--- config.mk ---
export PLATFORM = sky130hd
export DESIGN_NAME = tpg_timing_ctrl_flat
export DESIGN_NICKNAME = d
export VERILOG_FILES = /design/src/rtl/tpg_pkg.sv /design/src/rtl/tpg_timing_ctrl_if.sv /design/src/rtl/tpg_axis_cnt.sv /design/src/rtl/tpg_timing_ctrl.sv /design/src/flat_wrapper.sv
export SDC_FILE = /design/constraint.sdc
export NUM_CORES = 1
export LEC_CHECK = 0
export ABC_AREA = 1
export CAP_MARGIN = 20
export CORE_MARGIN = 1.5
export CORE_UTILIZATION = 50
export CTS_CLUSTER_DIAMETER = 200
export DETAILED_ROUTE_END_ITERATION = 8
export HOLD_SLACK_MARGIN = 0.03
export PLACE_DENSITY = 0.71
export REMOVE_ABC_BUFFERS = 1
export SYNTH_ARGS = -nofsm -noshare
export SYNTH_HDL_FRONTEND = slang
export SYNTH_SLANG_ARGS = --single-unit
--- constraint.sdc ---
create_clock -name clk -period 9 [get_ports clk]
set_input_delay 1.8 -clock clk [delete_from_list [all_inputs] [get_ports clk]]
set_output_delay 1.8 -clock clk [all_outputs]
set_load 0.01 [all_outputs]
--- src/rtl/tpg_pkg.sv ---
// Shared types and constants for the test-pattern video timing sequencer.
package tpg_pkg;

    localparam int TPG_H_BITS = 12;
    localparam int TPG_V_BITS = 12;

    typedef enum logic [1:0] {
        IDLE      = 2'd0,
        RUN       = 2'd1,
        STOP_PEND = 2'd2
    } tpg_state_e;

    // Field positions inside cfg_h/cfg_v, counted in whole fields from the LSB.
    localparam int FLD_END        = 0;
    localparam int FLD_ACT_END    = 1;
    localparam int FLD_ACT_START  = 2;
    localparam int FLD_SYNC_END   = 3;
    localparam int FLD_SYNC_START = 4;

    typedef struct packed {
        logic [TPG_H_BITS-1:0] syncStart;
        logic [TPG_H_BITS-1:0] syncEnd;
        logic [TPG_H_BITS-1:0] actStart;
        logic [TPG_H_BITS-1:0] actEnd;
        logic [TPG_H_BITS-1:0] axisEnd;
    } h_timing_t;

    typedef struct packed {
        logic [TPG_V_BITS-1:0] syncStart;
        logic [TPG_V_BITS-1:0] syncEnd;
        logic [TPG_V_BITS-1:0] actStart;
        logic [TPG_V_BITS-1:0] actEnd;
        logic [TPG_V_BITS-1:0] axisEnd;
    } v_timing_t;

endpackage

--- src/rtl/tpg_timing_ctrl_if.sv ---
// Config handshake, run control and video timing outputs of the sequencer.
interface tpg_timing_ctrl_if
    import tpg_pkg::*;
#(
    parameter int H_BITS = TPG_H_BITS,
    parameter int V_BITS = TPG_V_BITS
);
    logic                enable;
    logic                cfg_valid;
    logic                cfg_ready;
    logic [5*H_BITS-1:0] cfg_h;
    logic [5*V_BITS-1:0] cfg_v;
    logic                busy;
    logic [H_BITS-1:0]   x;
    logic [V_BITS-1:0]   y;
    logic                hs;
    logic                vs;
    logic                de;
    logic                sof;
    logic                eol;

    modport master (
        output enable, cfg_valid, cfg_h, cfg_v,
        input  cfg_ready, busy, x, y, hs, vs, de, sof, eol
    );

    modport slave (
        input  enable, cfg_valid, cfg_h, cfg_v,
        output cfg_ready, busy, x, y, hs, vs, de, sof, eol
    );
endinterface

--- src/rtl/tpg_axis_cnt.sv ---
// One timing axis: position counter with wrap detect and sync/active window
// compares evaluated on the next count so registered strobes line up with it.
module tpg_axis_cnt
    import tpg_pkg::*;
#(
    parameter int W = TPG_H_BITS
) (
    input  logic         clk,
    input  logic         rst,
    input  logic         clr,
    input  logic         step,
    input  logic [W-1:0] endCur,
    input  logic [W-1:0] syncStart,
    input  logic [W-1:0] syncEnd,
    input  logic [W-1:0] actStart,
    input  logic [W-1:0] actEnd,
    output logic [W-1:0] cnt,
    output logic [W-1:0] cntNext,
    output logic         atEnd,
    output logic         syncNext,
    output logic         actNext
);
    // Half-open window; an empty or inverted window never matches.
    function automatic logic inWindow(input logic [W-1:0] v,
                                      input logic [W-1:0] lo,
                                      input logic [W-1:0] hi);
        return (v >= lo) && (v < hi);
    endfunction

    assign atEnd = (cnt == endCur);

    always_comb begin
        cntNext = cnt;
        if (clr) begin
            cntNext = '0;
        end else if (step) begin
            cntNext = atEnd ? '0 : cnt + W'(1);
        end
    end

    assign syncNext = inWindow(cntNext, syncStart, syncEnd);
    assign actNext  = inWindow(cntNext, actStart, actEnd);

    always_ff @(posedge clk) begin
        if (rst) begin
            cnt <= '0;
        end else begin
            cnt <= cntNext;
        end
    end
endmodule

--- src/rtl/tpg_timing_ctrl.sv ---
// Video timing sequencer: start/stop scheduler with a frame-synchronous
// double-buffered timing config feeding the horizontal and vertical axes.
module tpg_timing_ctrl
    import tpg_pkg::*;
#(
    parameter int H_BITS = TPG_H_BITS,
    parameter int V_BITS = TPG_V_BITS
) (
    input  logic             clk,
    input  logic             rst,
    tpg_timing_ctrl_if.slave bus
);
    localparam int HW = 5 * H_BITS;
    localparam int VW = 5 * V_BITS;

    tpg_state_e        state;
    tpg_state_e        stateNext;
    logic [HW-1:0]     pendH;
    logic [HW-1:0]     actH;
    logic [HW-1:0]     nextH;
    logic [VW-1:0]     pendV;
    logic [VW-1:0]     actV;
    logic [VW-1:0]     nextV;
    logic              pendValid;
    logic              cfgLoaded;
    logic              accept;
    logic              running;
    logic              live;
    logic              frameWrap;
    logic              doCopy;
    logic              hAtEnd;
    logic              vAtEnd;
    logic              hSyncN;
    logic              vSyncN;
    logic              hActN;
    logic              vActN;
    logic [H_BITS-1:0] xCnt;
    logic [H_BITS-1:0] xNext;
    logic [V_BITS-1:0] yCnt;
    logic [V_BITS-1:0] yNext;
    logic              hsP1;
    logic              vsP1;
    logic              deP1;
    logic              sofP1;
    logic              eolP1;

    function automatic logic [H_BITS-1:0] hField(input logic [HW-1:0] w, input int idx);
        return w[idx*H_BITS +: H_BITS];
    endfunction

    function automatic logic [V_BITS-1:0] vField(input logic [VW-1:0] w, input int idx);
        return w[idx*V_BITS +: V_BITS];
    endfunction

    assign accept    = bus.cfg_valid && !pendValid;
    assign running   = (state != IDLE);
    assign frameWrap = running && hAtEnd && vAtEnd;
    // A word accepted on the wrap edge is not yet pending, so it waits a frame.
    assign doCopy    = pendValid && ((state == IDLE) || frameWrap);
    // Compares look at the config that will govern the next presented pixel.
    assign nextH     = doCopy ? pendH : actH;
    assign nextV     = doCopy ? pendV : actV;
    assign live      = (stateNext != IDLE);

    always_comb begin
        stateNext = state;
        unique case (state)
            IDLE:      if (bus.enable && cfgLoaded && !pendValid) stateNext = RUN;
            RUN:       if (!bus.enable) stateNext = STOP_PEND;
            STOP_PEND: if (frameWrap) stateNext = bus.enable ? RUN : IDLE;
            default:   stateNext = IDLE;
        endcase
    end

    tpg_axis_cnt #(.W(H_BITS)) uHAxis (
        .clk       (clk),
        .rst       (rst),
        .clr       (!live),
        .step      (running),
        .endCur    (hField(actH, FLD_END)),
        .syncStart (hField(nextH, FLD_SYNC_START)),
        .syncEnd   (hField(nextH, FLD_SYNC_END)),
        .actStart  (hField(nextH, FLD_ACT_START)),
        .actEnd    (hField(nextH, FLD_ACT_END)),
        .cnt       (xCnt),
        .cntNext   (xNext),
        .atEnd     (hAtEnd),
        .syncNext  (hSyncN),
        .actNext   (hActN)
    );

    tpg_axis_cnt #(.W(V_BITS)) uVAxis (
        .clk       (clk),
        .rst       (rst),
        .clr       (!live),
        .step      (running && hAtEnd),
        .endCur    (vField(actV, FLD_END)),
        .syncStart (vField(nextV, FLD_SYNC_START)),
        .syncEnd   (vField(nextV, FLD_SYNC_END)),
        .actStart  (vField(nextV, FLD_ACT_START)),
        .actEnd    (vField(nextV, FLD_ACT_END)),
        .cnt       (yCnt),
        .cntNext   (yNext),
        .atEnd     (vAtEnd),
        .syncNext  (vSyncN),
        .actNext   (vActN)
    );

    always_ff @(posedge clk) begin
        if (accept) begin
            pendH <= bus.cfg_h;
            pendV <= bus.cfg_v;
        end
    end

    // Stage boundary: control state, active config and strobes for the next pixel.
    always_ff @(posedge clk) begin
        if (rst) begin
            state     <= IDLE;
            pendValid <= 1'b0;
            cfgLoaded <= 1'b0;
            actH      <= '0;
            actV      <= '0;
            hsP1      <= 1'b0;
            vsP1      <= 1'b0;
            deP1      <= 1'b0;
            sofP1     <= 1'b0;
            eolP1     <= 1'b0;
        end else begin
            state <= stateNext;
            if (accept) begin
                pendValid <= 1'b1;
            end else if (doCopy) begin
                pendValid <= 1'b0;
            end
            if (doCopy) begin
                actH      <= pendH;
                actV      <= pendV;
                cfgLoaded <= 1'b1;
            end
            hsP1  <= live && hSyncN;
            vsP1  <= live && vSyncN;
            deP1  <= live && hActN && vActN;
            sofP1 <= live && (xNext == '0) && (yNext == '0);
            eolP1 <= live && (xNext == hField(nextH, FLD_END));
        end
    end

    assign bus.cfg_ready = !pendValid;
    assign bus.busy      = running;
    assign bus.x         = xCnt;
    assign bus.y         = yCnt;
    assign bus.hs        = hsP1;
    assign bus.vs        = vsP1;
    assign bus.de        = deP1;
    assign bus.sof       = sofP1;
    assign bus.eol       = eolP1;
endmodule

--- src/flat_wrapper.sv ---
// flat-port wrapper written by rule: the top's interface ports become plain ports
module tpg_timing_ctrl_flat import tpg_pkg::*;
#(
    parameter int H_BITS = TPG_H_BITS,
    parameter int V_BITS = TPG_V_BITS
)
  (clk, rst, bus_enable, bus_cfg_valid, bus_cfg_h, bus_cfg_v, bus_cfg_ready, bus_busy, bus_x, bus_y, bus_hs, bus_vs, bus_de, bus_sof, bus_eol);
  tpg_timing_ctrl_if #(.H_BITS(H_BITS), .V_BITS(V_BITS)) bus_i ();
  input  logic clk;
  input  logic rst;
  input wire logic [$bits(bus_i.enable)-1:0] bus_enable;
  input wire logic [$bits(bus_i.cfg_valid)-1:0] bus_cfg_valid;
  input wire logic [$bits(bus_i.cfg_h)-1:0] bus_cfg_h;
  input wire logic [$bits(bus_i.cfg_v)-1:0] bus_cfg_v;
  output wire logic [$bits(bus_i.cfg_ready)-1:0] bus_cfg_ready;
  output wire logic [$bits(bus_i.busy)-1:0] bus_busy;
  output wire logic [$bits(bus_i.x)-1:0] bus_x;
  output wire logic [$bits(bus_i.y)-1:0] bus_y;
  output wire logic [$bits(bus_i.hs)-1:0] bus_hs;
  output wire logic [$bits(bus_i.vs)-1:0] bus_vs;
  output wire logic [$bits(bus_i.de)-1:0] bus_de;
  output wire logic [$bits(bus_i.sof)-1:0] bus_sof;
  output wire logic [$bits(bus_i.eol)-1:0] bus_eol;
  assign bus_i.enable = bus_enable;
  assign bus_i.cfg_valid = bus_cfg_valid;
  assign bus_i.cfg_h = bus_cfg_h;
  assign bus_i.cfg_v = bus_cfg_v;
  assign bus_cfg_ready = bus_i.cfg_ready;
  assign bus_busy = bus_i.busy;
  assign bus_x = bus_i.x;
  assign bus_y = bus_i.y;
  assign bus_hs = bus_i.hs;
  assign bus_vs = bus_i.vs;
  assign bus_de = bus_i.de;
  assign bus_sof = bus_i.sof;
  assign bus_eol = bus_i.eol;
  tpg_timing_ctrl #(.H_BITS(H_BITS), .V_BITS(V_BITS)) u_core (.clk(clk), .rst(rst), .bus(bus_i));
endmodule
==> flow_summary.ini <==
[floorplan]
die_w_um = 160.2
rows = 57
die_area_mm2 = 0.02566
core_area_mm2 = 0.02425
ioPinCount = 155
start_util_pct = 50.95
die_y_um = 160.2

[pwr]
vdd_drop_max_uv = 175.6
switching_share_pct = 24.21
p_comb_share_pct = 12.2
seqPwrFrac_pct = 47.3
internal_power_mw = 2.254
netSwitchingPower_uw = 719.9
powerDensity_mw_per_mm2 = 196.8
clock_power_share_pct = 40.5
p_leak_nw = 6.805

[drt]
route.antenna.remaining_nets = 0
drc = 0
wl_per_cell_um = 15.40
dr.pass1.iters = 5
drt-initial-drc-count = 579
routed_wl_um = 27050
routed-via-count = 8881
viasPerCell = 5.055

[worst_hold_path]
hold_path_depth = 2
hold_end = u_core.cfgLoaded$_SDFFE_PP0N_
hold_path_class = register to register
min_from = u_core.cfgLoaded$_SDFFE_PP0N_

[clock_network]
cts.repair.resized = 0
cts-root-buf = clkbuf_16
clk_latency_ns = 0.55
cts_tree = built
cts_made_buffers = 29
postCtsSetupBuffers = 0
clk_path_buf_depth = 3
clock_sinks = 273
clkTransAtPathRegs_ns = 0.06
hold_buffers = 0
htreeDepth = 1

[yosys]
yosysSeqAreaShare_pct = 53.95
post_synth_num_cell_types = 42
yosysMostFrequentCell = nor2_1
ys_ff_latch = 273
async_reset_ff_share_pct = 0
synth_top_area_share_pct = 29.16
ys.flop_type = dfxtp_1
avgSynthCellArea_um2 = 9.837
synth_common_cells = nor2_1, nand2_1, dfxtp_1
netlist_area_mm2 = 0.01236
synthTopCellsByArea = edfxtp_1, dfxtp_1, ha_1
synthCells = 1256
yosysWarnings = 0
synth_edf_count = 120
synth_largest_area_cell = edfxtp_1

[global_route]
overflow = 0
grt_pass1_wl_um = 43810
grt_use_total_pct = 21.12
antenna_found_initial = 0
grt_pass1_vias = 8743
grt_max_degree = 92

[critical_path]
r2r_setup_slack_ns = 4.40
timing.rr.start = u_core.uVAxis.cnt[8]$_SDFF_PP0_
regToRegEndpoint = u_core.bus.de$_SDFF_PP0_
arrival_ns = 5.08
cp-end-kind = register
required_ns = 9.48
critPathLaunchType = register
r2r_cells = 20
crit_fanout = 62
path_class = register to register

[final_layout]
antennaDiodeCount = 0
final_nets = 1628
drive_above_1_share_pct = 5.932
final_util_pct = 62.33
nFillCells = 2032
fin_cells = 1757
syn2layout_area_growth_pct = 22.32

[status]
status = finished, final reports clean

[place]
dp_cells = 1703
port_buffers = 154
place_congestion = 0.8696
hpwl_um = 19530

[sta]
maxSlewHeadroom_pct = 33.42
totalNegativeSetupSlack_ns = 0
worst_slew_pin_slew_ns = 0.9986
fmax_mhz = 217.4
setup_viol = 0
hold_viol = 0
clock_skew_ns = 0.01136
fin_crit_sh_pct = 51.11
slew_viol_final = 0
fin_crit_ns = 4.600
rsz0062_at_grt = no

[run]
maxCapViolCount = 0
-- cell usage in the layout, fill, tap and decap left out, drive strengths merged, types with 3 or more instances in the layout --
master / Yosys / final
or2: 5 / 5
nor2: 214 / 214
buf: 20 / 8
nand4: 13 / 13
o21a: 3 / 3
nand2: 204 / 204
nand3: 29 / 29
inv: 108 / 112
o21ai: 66 / 66
clkbuf: 18 / 40
dfxtp: 153 / 153
clkinv: 0 / 6
mux2i: 88 / 88
a31oi: 4 / 4
a21oi: 50 / 50
a21o: 3 / 3
ha: 94 / 94
clkdlybuf4s50: 0 / 153
xor2: 20 / 20
edfxtp: 120 / 120
xnor2: 6 / 6
bufinv: 0 / 3
a211oi: 4 / 4
nor3: 19 / 19
-- stage by stage --
| stage | total power [mW] | hold slack, ns | setup slack [ns] | area [µm²] |
|---|---|---|---|---|
| after floorplan | 1.673 | 0.4304 | 1.508 | 12120 |
| after global placement | 1.787 | 0.4487 | 3.965 | 14130 |
| after detailed placement | 1.795 | 0.4490 | 3.952 | 14130 |
| after CTS | 3.007 | 0.4592 | 4.410 | 15110 |
| after global routing | 3.108 | 0.4920 | 3.841 | 15110 |
| final | 2.974 | 0.4570 | 4.400 | 15110 |
-- power groups by stage --
stage | sequential, mW | clock (mW) | combinational [mW]
after global routing | 1.41 | 1.28 | 0.410
final | 1.41 | 1.21 | 0.362
after CTS | 1.41 | 1.24 | 0.365
after detailed placement | 1.43 | 0 | 0.361
after global placement | 1.43 | 0 | 0.355
after floorplan | 1.43 | 0 | 0.245
-- layer usage --
| metal | global-route usage [%] | vias up | wire length, µm |
|---|---|---|---|
| met5 | 0 | - | 0 |
| met4 | 5.438 | 0 | 649 |
| li1 | - | 4532 | - |
| met1 | 29.83 | 4109 | 12810 |
| met2 | 34.35 | 200 | 12460 |
| met3 | 2.805 | 40 | 1138 |
-- registers in the layout, summed over array words and instances, names as in the netlist --
register           count
u_core.bus.eol         1
u_core.pendV          60
u_core.bus.hs          1
u_core.state           2
u_core.bus.de          1
u_core.actH           60
u_core.bus.sof         1
u_core.cfgLoaded       1
u_core.actV           60
u_core.uHAxis.cnt     12
u_core.pendValid       1
u_core.pendH          60
u_core.bus.vs          1
u_core.uVAxis.cnt     12
-- area by class of cell --
cell class	count	area (µm²)	area share [%]
sequential	273	6666	44.11
inverter	108	407.9	2.699
clock buffer	40	808.3	5.348
multi-input combinational	837	5064	33.50
tap	324	405.4	2.682
clock inverter	14	170.2	1.126
timing repair buffer	161	1592	10.53
-- cell families (layout without fill, tap and decap cells) --
kind of cell / after synthesis / count (layout) / synth area share [%]
AND/OR/NAND/NOR: 491 / 491 / 16.28
flip-flops: 273 / 273 / 53.95
buffers and inverters: 146 / 323 / 5.185
AO/OA/AOI/OAI: 138 / 138 / 6.086
adder cells (fa/ha/maj): 94 / 94 / 9.519
multiplexers: 88 / 88 / 7.129
XOR/XNOR: 26 / 26 / 1.843
-- how the worst max path moves through the flow --
stage                                    startpoint                         to  slack [ns]  depth (start not counted)
floorplan                             bus_cfg_valid  u_core.pendH[0]$_DFFE_PP_        1.51                          2
global placement                         bus_enable   u_core.bus.de$_SDFF_PP0_        3.96                         18
detailed placement                       bus_enable   u_core.bus.de$_SDFF_PP0_        3.95                         18
CTS                 u_core.uVAxis.cnt[2]$_SDFF_PP0_   u_core.bus.de$_SDFF_PP0_        4.41                         19
global route        u_core.uVAxis.cnt[8]$_SDFF_PP0_   u_core.bus.de$_SDFF_PP0_        3.84                         20
finish              u_core.uVAxis.cnt[8]$_SDFF_PP0_   u_core.bus.de$_SDFF_PP0_        4.40                         20
-- worst max-delay path, cell delays in order (launching register included) --
cell and delay, ns:
dfxtp_1 0.49, nand2_1 0.09, nand2_1 0.07, nand2_1 0.05, nor2_1 0.11, nand2_1 0.06
nor2_1 0.61, nand2_1 0.26, nand2_1 0.17, nand2_4 0.22, buf_4 0.50, mux2i_1 0.42
ha_1 0.30, a21o_1 0.16, a21oi_1 0.11, nor2_1 0.05, a2111oi_0 0.44, nand3_1 0.13
nor2_1 0.10, nand2_1 0.06, nor2_1 0.07
Power figures use the tool's default switching activity.
